File: src/rtl/fetch_ctrl.sv
// -----------------------------------------------------------------------------
// fetch_ctrl -- Fetch-stage sequencer
//
// Owns the program counter and issues single-outstanding word requests to
// instruction memory. Returned words are buffered in a small FIFO that decode
// drains with a valid/ready handshake. A taken branch redirects the PC, flushes
// the FIFO and squashes any response still in flight.
//
// A queue slot is reserved when a request is issued (occupancy + in-flight <
// QDEPTH), so a returning word can always be pushed.
//
// Optional feature: define FETCH_STATS_EN to add the saturating statistics
// outputs stat_fetched / stat_squashed. When it is undefined those ports and
// counters do not exist and all other behaviour is identical.
//
// Parameters
//   XLEN      address / instruction width
//   RESET_PC  first fetch address after reset
//   QDEPTH    instruction queue entries (power of two, >= 2)
//
// Ports
//   clk           in   clock, rising edge
//   rst           in   asynchronous reset, active-low
//   branch        in   taken-branch redirect strobe (1 cycle)
//   branch_res    in   redirect target (low two bits ignored)
//   imem_req      out  request to instruction memory (registered)
//   imem_addr     out  request address, word aligned (registered)
//   imem_gnt      in   memory accepts the request this cycle
//   imem_rvalid   in   response word valid
//   imem_rdata    in   response word
//   inst_valid    out  queue head valid to decode
//   inst          out  queue head instruction
//   inst_pc       out  PC of queue head
//   inst_ready    in   decode consumes head when inst_valid & inst_ready
//   stat_fetched  out  words pushed into the queue       (FETCH_STATS_EN only)
//   stat_squashed out  words flushed + responses dropped (FETCH_STATS_EN only)
// -----------------------------------------------------------------------------
module fetch_ctrl #(
  parameter int              XLEN     = 32,
  parameter logic [XLEN-1:0] RESET_PC = '0,
  parameter int              QDEPTH   = 4
) (
  input  logic            clk,
  input  logic            rst,
  input  logic            branch,
  input  logic [XLEN-1:0] branch_res,
  output logic            imem_req,
  output logic [XLEN-1:0] imem_addr,
  input  logic            imem_gnt,
  input  logic            imem_rvalid,
  input  logic [XLEN-1:0] imem_rdata,
  output logic            inst_valid,
  output logic [XLEN-1:0] inst,
  output logic [XLEN-1:0] inst_pc,
  input  logic            inst_ready
`ifdef FETCH_STATS_EN
  ,
  output logic [31:0]     stat_fetched,
  output logic [31:0]     stat_squashed
`endif
);

  localparam int            AW    = (QDEPTH > 1) ? $clog2(QDEPTH) : 1;
  localparam int            CW    = AW + 1;
  localparam logic [CW-1:0] DEPTH = CW'(QDEPTH);

  typedef enum logic [1:0] {IDLE, REQ, WAIT, SQUASH} state_t;

  state_t          state_reg;
  logic [XLEN-1:0] pc_reg;
  logic [XLEN-1:0] q_data [QDEPTH];
  logic [XLEN-1:0] q_pc   [QDEPTH];
  logic [AW-1:0]   rd_ptr_reg;
  logic [AW-1:0]   wr_ptr_reg;
  logic [CW-1:0]   count_reg;
  logic [CW-1:0]   count_next;
  logic            push;
  logic            pop;
  logic            slot_free;
  logic [XLEN-1:0] target;

  // Branch has priority: it blocks both the push of a returning word and the
  // pop by decode in the same cycle.
  always_comb begin
    push       = (state_reg == WAIT) && imem_rvalid && !branch;
    pop        = (count_reg != '0) && inst_ready && !branch;
    count_next = count_reg + CW'(push) - CW'(pop);
    slot_free  = count_next < DEPTH;
  end

  assign target     = branch_res & ~XLEN'(3);
  assign inst_valid = (count_reg != '0);
  assign inst       = q_data[rd_ptr_reg];
  assign inst_pc    = q_pc[rd_ptr_reg];

  always_ff @(posedge clk or negedge rst) begin
    if (!rst) begin
      state_reg  <= IDLE;
      pc_reg     <= RESET_PC;
      imem_req   <= 1'b0;
      imem_addr  <= RESET_PC;
      rd_ptr_reg <= '0;
      wr_ptr_reg <= '0;
      count_reg  <= '0;
      for (int i = 0; i < QDEPTH; i++) begin
        q_data[i] <= '0;
        q_pc[i]   <= '0;
      end
    end else if (branch) begin
      pc_reg     <= target;
      imem_req   <= 1'b0;
      rd_ptr_reg <= '0;
      wr_ptr_reg <= '0;
      count_reg  <= '0;
      case (state_reg)
        // A granted request will still return a word that must be dropped.
        REQ:     state_reg <= imem_gnt ? SQUASH : IDLE;
        WAIT:    state_reg <= imem_rvalid ? IDLE : SQUASH;
        // If the stale word arrives together with a new branch it is consumed
        // here, so there is nothing left to wait for.
        SQUASH:  state_reg <= imem_rvalid ? IDLE : SQUASH;
        default: state_reg <= IDLE;
      endcase
    end else begin
      if (push) begin
        // imem_addr still holds the address of the outstanding request.
        q_data[wr_ptr_reg] <= imem_rdata;
        q_pc[wr_ptr_reg]   <= imem_addr;
        wr_ptr_reg         <= wr_ptr_reg + AW'(1);
      end
      if (pop) begin
        rd_ptr_reg <= rd_ptr_reg + AW'(1);
      end
      count_reg <= count_next;

      case (state_reg)
        IDLE: begin
          if (slot_free) begin
            state_reg <= REQ;
            imem_req  <= 1'b1;
            imem_addr <= pc_reg;
          end
        end
        REQ: begin
          if (imem_gnt) begin
            pc_reg    <= pc_reg + XLEN'(4);
            imem_req  <= 1'b0;
            state_reg <= WAIT;
          end
        end
        WAIT: begin
          if (imem_rvalid) begin
            if (slot_free) begin
              state_reg <= REQ;
              imem_req  <= 1'b1;
              imem_addr <= pc_reg;
            end else begin
              state_reg <= IDLE;
            end
          end
        end
        SQUASH: begin
          // The queue was flushed on entry, so a slot is always free here.
          if (imem_rvalid) begin
            state_reg <= REQ;
            imem_req  <= 1'b1;
            imem_addr <= pc_reg;
          end
        end
        default: state_reg <= IDLE;
      endcase
    end
  end

`ifdef FETCH_STATS_EN
  localparam int SW = CW + 1;

  logic          discard;
  logic [SW-1:0] squash_inc;

  // A response is dropped when it lands in SQUASH, or lands in WAIT together
  // with a branch. Flushed queue words are counted at the branch.
  assign discard    = imem_rvalid &&
                      ((state_reg == SQUASH) || ((state_reg == WAIT) && branch));
  assign squash_inc = (branch ? {1'b0, count_reg} : '0) + SW'(discard);

  function automatic logic [31:0] sat_add(input logic [31:0] a, input logic [31:0] b);
    logic [32:0] sum;
    sum = {1'b0, a} + {1'b0, b};
    return sum[32] ? 32'hFFFF_FFFF : sum[31:0];
  endfunction

  always_ff @(posedge clk or negedge rst) begin
    if (!rst) begin
      stat_fetched  <= '0;
      stat_squashed <= '0;
    end else begin
      stat_fetched  <= sat_add(stat_fetched, 32'(push));
      stat_squashed <= sat_add(stat_squashed, 32'(squash_inc));
    end
  end
`endif

endmodule

File: config.mk
export PLATFORM = sky130hd
export DESIGN_NAME = fetch_ctrl
export DESIGN_NICKNAME = d
export VERILOG_FILES = /design/src/rtl/fetch_ctrl.sv
export SDC_FILE = /design/constraint.sdc
export NUM_CORES = 1
export LEC_CHECK = 0
export ABC_AREA = 0
export CORE_MARGIN = 2
export CORE_UTILIZATION = 40
export DETAILED_ROUTE_END_ITERATION = 10
export PLACE_DENSITY = 0.59
export SLEW_MARGIN = 0
export SYNTH_ARGS = -nofsm -noshare
export SYNTH_HDL_FRONTEND = slang
export SYNTH_SLANG_ARGS = --single-unit
File: constraint.sdc
create_clock -name clk -period 7 [get_ports clk]
set_clock_uncertainty 0.1 [all_clocks]
set_input_delay 1.4 -clock clk [delete_from_list [all_inputs] [get_ports clk]]
set_output_delay 1.4 -clock clk [all_outputs]
set_load 0.01 [all_outputs]
==> results.md, run 1 <==
- The portion of the post-synthesis area used by sequential elements is a little under three fifths.
- Dividing the final minimum period by the clock period gives around three quarters.
- Clock latency on the worst-skew pair, taken at its later pin, is between 500 and 600 ps.
- The total length of routed wires is roughly 32,000 microns.
- Summing the areas of all and, or, nand and nor instances in the mapped netlist gives between 5 and 6% of the synthesized area.
- Internal power comes to around 0.0047 W.
- Once detailed placement completed, the half-perimeter wirelength came to approximately 19,000 microns.
- Summing the areas of all compound-gate instances in the mapped netlist gives 2.02% of the synthesized area.
- The clock buffer count from CTS is 37.
- Summed over all failing endpoints, the final setup total negative slack is 0 ps.
- The final cell utilization of the core is between 50% and 60%.
- During placement, the flow inserted port buffers numbering 161.
- The required time reported for the critical path endpoint is ~7300 ps.
- The congestion estimate from routability-driven global placement came to 0.831.
- Summing the areas of all xor and xnor instances in the mapped netlist gives 1.03% of the synthesized area.
- TritonCTS built the clock tree.
- The overall fraction of global-route tracks in use is roughly 18%.
- The fraction of power consumed by sequential logic is between 40 and 50%.
- The die is 192 microns wide.
- The routed via count divided by cell count is 5.32.
- The leakage power of the design is approximately 7.8 nW.
- The share of post-route cells with drive strength above 1 is 37.0%.
- Post-CTS timing repair inserted 0 buffers for setup.
- The detailed router finished its first iteration with between 300 and 400 violations.
- The run finished with clean final reports.
- Across the whole layout, storage elements account for around 8000 sq um.
- The min-delay analysis places its worst path in the category flop to flop.
- The largest net degree at the start of global routing is around 140.
- In the final layout, the multi-input gates occupy 5910 sq um.
- In this run switching power makes up approximately 29% of total power.
- In this run the standard cell core region covers about 35,000 sq um.
- The height of the die is roughly 190 microns.
- The average instance in the mapped netlist occupies roughly 15 sq um.
- In this run, post-CTS repair resized a total of 0 instances.
- Combinational logic burns a little under a third of the power.
- The number of nets with antenna violations after detailed routing is 0.
- The number of slew-limit violations in the final report is 0.
- The worst hold path stage count is 1.
- The area of the mapped netlist is between 10,000 and 15,000 sq um.
- The cell chosen for the clock root is sky130_fd_sc_hd__clkbuf_16.
- The I/O pin count is about 170.
- The number of antenna diodes in the final layout is 0.
- The number of distinct library cells after synthesis is 42.
- STA classifies the critical path startpoint as an input port.
- The max-capacitance violation count is 0.
- The worst-case IR drop observed on VDD is 0.216 mV.
- Clock tree synthesis found a total of about 320 sinks.
- The minimum clock period is between 5000 and 6000 ps.
- The worst max-slew margin expressed relative to the limit is 26.5%.
- Dividing the detail-routed wire length by the instance count gives approximately 20 microns.
- By area, the combinational part of the netlist is dominated by multiplexers.
- The floorplan has 68 rows.
- The number of cells on the worst reg-to-reg path is 13.
- The library cell used most frequently in the layout, excluding fill and tap cells, is sky130_fd_sc_hd__dfrtp_1.
- The number of fill cells is just under 3,000.
- The first-pass GRT wire length is between 50,000 and 60,000 microns.
- After clock tree synthesis, the flow added hold-fix buffers numbering 0.
- The via count is around 8,400.
- Of all nets on the critical path, the largest fanout is 24.
- The power per standard cell area is around 380 nW/um^2.
- Setup violations remaining at the end of the flow were counted as 0.
- After the last flow step, the layout net total stands at 1,171.
- The iteration count of the initial detailed-routing pass is 4.
- The via count of the first global-routing pass is ~8,900.
- The final hold violation count is 0.
- The transition time at the pin with the least slew margin is 1100 ps.
- Static timing analysis puts the maximum clock frequency at a little under 200 MHz.
- Multiplexer cells account for between 30% and 40% of the synthesized area.
- The die outline area is 36,800 sq um.
- The worst-case register-to-register setup slack is around 2800 ps.
- In the layout the commonest cells are 316 x sky130_fd_sc_hd__dfrtp_1, 278 x sky130_fd_sc_hd__mux2_2, 159 x sky130_fd_sc_hd__clkdlybuf4s50_1.
- Setup repair after global routing left no endpoint under its margin.
- q_data holds more flip-flops than any other register.
- The register with the most flip-flops in the layout has between 100 and 150 of them.
- The longest clock path from root to sink contains 3 buffers.
- Of the total synthesized cell area, the portion taken by full adders, half adders and majority gates is less than 1%.
- For this configuration, the core starts out at a cell density of a little over 40%.
- After clock tree synthesis, the clock-pin slew on the worst setup and hold paths is 60 ps.
- The number of warning messages in the yosys log is 0.
- In the routed design, unresolved DRC markers number 0.
- The area growth from synthesis to layout is 23.1%.
- In the final layout, the registers with the most flip-flops are q_data x128, q_pc x120.
- The kind of critical path is input port to flop.
- The clock tree synthesis step divided the H-tree into 2 levels.
- The global-route congestion overflow total is 0.
- The analysis attributes to net switching a power of 0.00190 W.
- For the worst setup path, the data arrival time is 5410 ps.
- The number of antenna violations at the first check in global routing is 0.
- The worst setup path is captured at a flop.
- The post-synthesis register bit count is between 300 and 400.
- The instance count of the mapped netlist is 944.
- The proportion of power drawn by the clock network is roughly 29%.
[cell type report]
class | count | share of cell area [%]
sequential | 318 | 45.9
multi-input combinational | 559 | 34.0
timing repair buffer | 167 | 9.61
clock buffer | 54 | 6.35
tap | 455 | 3.28
clock inverter | 13 | 0.684
inverter | 10 | 0.216
[critical path, cell delays in order]
cell                              delay, ps
sky130_fd_sc_hd__clkdlybuf4s50_1        560
sky130_fd_sc_hd__nand3b_1               180
sky130_fd_sc_hd__nor2_1                 650
sky130_fd_sc_hd__inv_1                  110
sky130_fd_sc_hd__ha_1                   320
sky130_fd_sc_hd__inv_1                   70
sky130_fd_sc_hd__ha_1                   140
sky130_fd_sc_hd__inv_1                   50
sky130_fd_sc_hd__fa_1                   370
sky130_fd_sc_hd__xnor3_1                200
sky130_fd_sc_hd__or2_2                  310
sky130_fd_sc_hd__nand3_1                270
sky130_fd_sc_hd__buf_4                  390
sky130_fd_sc_hd__mux2_2                 380
[synthesized netlist by cell type (all sizes together)]
library cell | number | area, sq um
dfrtp | 318 | 7960
mux2 | 278 | 3130
mux4 | 62 | 1400
clkbuf | 45 | 169
nand2 | 38 | 143
nor2 | 24 | 90.1
nand3 | 19 | 95.1
o21ai | 16 | 80.1
buf | 15 | 83.8
or4 | 15 | 113
a31oi | 10 | 62.6
inv | 10 | 37.5
nand4 | 10 | 62.6
xnor2 | 9 | 78.8
o31ai | 8 | 60.1
ha | 7 | 87.6
and4 | 6 | 52.6
o211ai | 6 | 45.0
or3 | 6 | 37.5
xor2 | 5 | 43.8
and3 | 4 | 25.0
nor3 | 4 | 20.0
a21oi | 3 | 15.0
mux2i | 3 | 30.0
nor2b | 3 | 18.8
nor4 | 3 | 18.8
a22oi | 2 | 15.0
nand2b | 2 | 12.5
nand3b | 2 | 15.0
nand4b | 2 | 23.8
a211oi | 1 | 7.51
and2 | 1 | 6.26
and2b | 1 | 7.51
and3b | 1 | 8.76
conb | 1 | 3.75
fa | 1 | 20.0
or2 | 1 | 6.26
or4b | 1 | 10.0
xnor3 | 1 | 22.5
[power groups by stage]
stage	logic [W]	registers (W)	clock network, W
5_1_grt	0.00215	0.00278	0.00205
3_3_place_gp	0.00201	0.00272	0
3_5_place_dp	0.00204	0.00273	0
4_1_cts	0.00205	0.00271	0.00197
6_report	0.00201	0.00269	0.00191
2_1_floorplan	0.00116	0.00253	0
[through the flow]
step           instances  setup WS [ps]  hold slack (ps)  area (sq um)  power (W)
4_1_cts             1576           1880              400         17400    0.00673
3_3_place_gp        1509           1440              382         16100    0.00474
3_5_place_dp        1509           1360              387         16100    0.00477
6_report            1576           1880              398         17400    0.00661
2_1_floorplan        947           2550              374         14100    0.00369
5_1_grt             1576           1640              410         17400    0.00698
[logic make-up after synthesis]
| family | Yosys count |
|---|---|
| AOI/OAI and AO/OA | 46 |
| and+or+nand+nor | 143 |
| buffers and inverters | 70 |
| DFF | 318 |
| xor gates and xnor gates | 15 |
| muxes | 343 |
| other | 1 |
| adders and majority gates | 8 |
[routing by layer]
layer	up-vias	global-route usage (%)	part of all wire (%)	wire length, microns
met2	187	27.9	46	14600
li1	3798	-	-	-
met1	4350	25.0	47	14800
met5	-	0	0	0
met3	48	3.03	4.9	1540
met4	0	4.67	1.9	600
[path summary, 6_finish.rpt]
kind | startpoint | end
worst min-delay path | q_data[39]$_DFFE_PN0P_ | q_data[39]$_DFFE_PN0P_
worst max register to register | state_reg[0]$_DFFE_PN0P_ | imem_addr[31]$_DFFE_PN0P_
worst min register to register | q_data[39]$_DFFE_PN0P_ | q_data[39]$_DFFE_PN0P_
min in group asynchronous | rst | pc_reg[21]$_DFFE_PN0P_
max in group asynchronous | rst | q_data[116]$_DFFE_PN0P_
worst max-delay path | imem_rvalid | imem_addr[31]$_DFFE_PN0P_
No activity file was read; power rests on OpenSTA's default activity.
==> inputs of run 2 (changes only) <==
--- a/config.mk
+++ b/config.mk
@@ -9,7 +9,7 @@
 export CORE_MARGIN = 2
 export CORE_UTILIZATION = 40
 export DETAILED_ROUTE_END_ITERATION = 10
-export PLACE_DENSITY = 0.59
+export PLACE_DENSITY = 0.62
 export SLEW_MARGIN = 0
 export SYNTH_ARGS = -nofsm -noshare
 export SYNTH_HDL_FRONTEND = slang
==> constraint.sdc (replaced) <==
create_clock -name clk -period 4.63 [get_ports clk]
set_clock_uncertainty 0.1 [all_clocks]
set_input_delay 0.926 -clock clk [delete_from_list [all_inputs] [get_ports clk]]
set_output_delay 0.926 -clock clk [all_outputs]
set_load 0.01 [all_outputs]
==> results.md, run 2 (synthesized netlist as in run 1, its figures left out) <==
- The flow ran to the end, and the final reports show no timing, DRC or antenna violations.
- The maximum ir drop on the vdd rail is 0.280 mV.
- The most common cell after layout, fill and taps aside is sky130_fd_sc_hd__dfrtp_1.
- Counting the fill cells in the layout gives 2,988.
- The routability congestion estimate is between 0.8 and 0.9.
- The setup TNS is 0 ps.
- The fraction of power consumed by sequential logic is between 40% and 50%.
- Hold repair after CTS inserted 0 buffers.
- The worst max-slew margin expressed relative to the limit is 41.9%.
- Detailed placement finished with a half-perimeter wire length of just over 20,000 microns.
- Traced cell by cell, the critical path runs through buf_12, mux4_2, clkdlybuf4s50_1.
- The count of nets left with antenna violations once routing finished came out at 0.
- The synthesis-to-layout area growth is 23.7%.
- The total power after layout is 0.00996 W.
- In the final routed layout, each cell accounts on average for approximately 20 microns.
- Combinational logic is responsible for between 30% and 40% of the overall power.
- Leaving out fill and tap cells, the most frequent cells in the layout are 316 x sky130_fd_sc_hd__dfrtp_1, 278 x sky130_fd_sc_hd__mux2_2, 159 x sky130_fd_sc_hd__clkdlybuf4s50_1.
- The share of post-route cells with drive strength above 1 is 37.7%.
- Setup repair after global routing left no endpoint under its margin.
- The floorplan core area is between 30,000 and 40,000 sq um.
- The number of sinks handled by clock tree synthesis is approximately 320.
- The via count of the first global-routing pass is ~9,100.
- The detailed route wirelength on metal2 is around 15,000 microns.
- The iteration count of the initial detailed-routing pass is 4.
- The minimum clock period is approximately 3700 ps.
- The worst endpoint data arrival time is 2680 ps.
- The kind of capture point of the worst setup path is an output port.
- The number of antenna violations at the first check in global routing is 0.
- The detailed-routing wirelength on met1 is around 15,000 microns.
- In the final layout, the registers with the most flip-flops are q_data x128, q_pc x120.
- Internal power comes to around 0.0071 W.
- The register with the highest flop count is q_data.
- In this run the count of I/O pins placed on the die edge is 168.
- The global-route congestion overflow total is 0.
- Together, buffers and inverters on the worst path number 2.
- The width of the die is 192 microns.
- In this run the static leakage power is roughly 7.9 nW.
- The die outline area is 36,800 sq um.
- The delay of the slowest critical-path stage is approximately 700 ps.
- Summed over all nets, wire length on met3 after detailed routing comes to roughly 1400 microns.
- The total length of routed wires is 31,500 microns.
- For this run, the post-layout net count is 1,185.
- For the pin with the worst max-slew slack, the measured transition is just under 900 ps.
- The height of the die is approximately 190 microns.
- After clock tree synthesis, the setup repair step added 0 buffers.
- The H-tree was split into 2 levels.
- The critical path startpoint category is a flop.
- The highest-delay cell along the critical path is sky130_fd_sc_hd__dfrtp_4.
- The first global-routing pass estimated ~51,000 microns of wire.
- The kind of critical path is flop to output port.
- The number of buffers added on ports is about 160.
- The post-cts sizing count is 0.
- Summing all multi-input logic gate instances after layout gives between 5000 and 6000 sq um.
- Clock latency on the worst-skew pair, taken at its later pin, is approximately 520 ps.
- The effective utilization at floorplan is 40.8%.
- The clock buffer count from CTS is 37.
- The cell chosen for the clock root is sky130_fd_sc_hd__clkbuf_16.
- The routed via count divided by cell count is approximately 5.4.
- The post-route fraction of the period consumed by the critical path is approximately four fifths.
- Dividing total power by cell area gives a power density of between 500 and 600 nW/um^2.
- The number of slew-limit violations in the final report is 0.
- The setup violation total in the final timing report is 0.
- The switching power of the nets is 0.00289 W.
- The class of the most critical hold timing path is input port to asynchronous set/reset pin.
- Of the total power, the share spent switching nets is between 20% and 30%.
- Along the worst path, the maximum fanout reaches 34.
- The via count is about 8,500.
- The maximum frequency from static timing analysis is approximately 270 MHz.
- The TritonCTS clock tree is yes.
- STA puts the critical path data required time at roughly 3600 ps.
- The initialized floorplan defines 68 standard-cell rows.
- Among cell families on the critical path, the largest total delay comes from buffers and inverters.
- In the final layout, flip-flops and latches occupy 7970 sq um.
- The longest clock path from root to sink contains 3 buffers.
- The overall fraction of global-route tracks in use is between 10% and 20%.
- The number of antenna diodes in the final layout is 0.
- The register with the most flip-flops in the layout has roughly 130 of them.
- The detailed-route DRC error count is 0.
- Across the run, the number of max-cap violations was 0.
- The final hold violation count is 0.
- Entering global routing, the biggest net connects 83 pins.
- The share of total power dissipated in the clock network is around 28%.
- The clock slew at the register clock pins of the worst setup and hold paths is approximately 50 ps.
- The highest metal layer carrying signal wires in the routed design is met4.
- The detailed router finished its first iteration with approximately 400 violations.
[run 2: worst paths after layout]
check                      cells after the start                        end  slack, ps                 startpoint
min in group clk                               1     q_data[33]$_DFFE_PN0P_        400     q_data[33]$_DFFE_PN0P_
max in group asynchronous                      2     q_data[90]$_DFFE_PN0P_       3100                        rst
setup / recovery                               3                inst_pc[13]        920  rd_ptr_reg[0]$_DFFE_PN0P_
setup reg to reg                              13  imem_addr[14]$_DFFE_PN0P_       1400   state_reg[0]$_DFFE_PN0P_
hold reg to reg                                1     q_data[33]$_DFFE_PN0P_        400     q_data[33]$_DFFE_PN0P_
hold / removal                                 1     pc_reg[24]$_DFFE_PN0P_        290                        rst
[run 2: layer usage]
layer	global-route usage, %	up-vias
li1	-	3836
met1	25.0	4460
met2	29.0	188
met3	2.70	41
met4	3.73	0
met5	0	-
[run 2: power groups by stage]
stage | Combinational, W | Clock, W | Sequential [W]
2_1_floorplan | 0.00176 | 0 | 0.00383
3_5_place_dp | 0.00320 | 0 | 0.00406
3_3_place_gp | 0.00315 | 0 | 0.00405
5_1_grt | 0.00337 | 0.00302 | 0.00412
6_report | 0.00314 | 0.00282 | 0.00401
4_1_cts | 0.00321 | 0.00289 | 0.00402
[run 2: area by class of cell]
cell class	count	area share (%)
Timing Repair Buffer	181	10.3
Multi-Input combinational cell	559	33.8
Inverter	10	0.215
Tap cell	455	3.26
Clock inverter	12	0.552
Sequential cell	318	45.6
Clock buffer	53	6.23
[run 2: per-stage QoR]
step,cell area [sq um],utilization (%),hold slack [ps],setup WS (ps),std cells
after global routing,17500,50.4,324,753,1588
after floorplan,14100,-,374,649,947
final,17500,50.4,291,920,1588
after CTS,17500,50.4,299,821,1588
after detailed placement,16300,47.0,387,392,1523
after global placement,16300,47.0,382,411,1523
[run 2: worst reg2reg max path: stages, from the launching register on]
cell                       delay [ps]
sky130_fd_sc_hd__dfrtp_1          460
sky130_fd_sc_hd__nand3b_1         270
sky130_fd_sc_hd__nor2_1           170
sky130_fd_sc_hd__inv_1             70
sky130_fd_sc_hd__ha_1             280
sky130_fd_sc_hd__inv_1             50
sky130_fd_sc_hd__ha_1             120
sky130_fd_sc_hd__inv_1             50
sky130_fd_sc_hd__fa_1             360
sky130_fd_sc_hd__xnor3_1          190
sky130_fd_sc_hd__or2_2            310
sky130_fd_sc_hd__nand3_1           90
sky130_fd_sc_hd__buf_4            240
sky130_fd_sc_hd__mux2_2           370
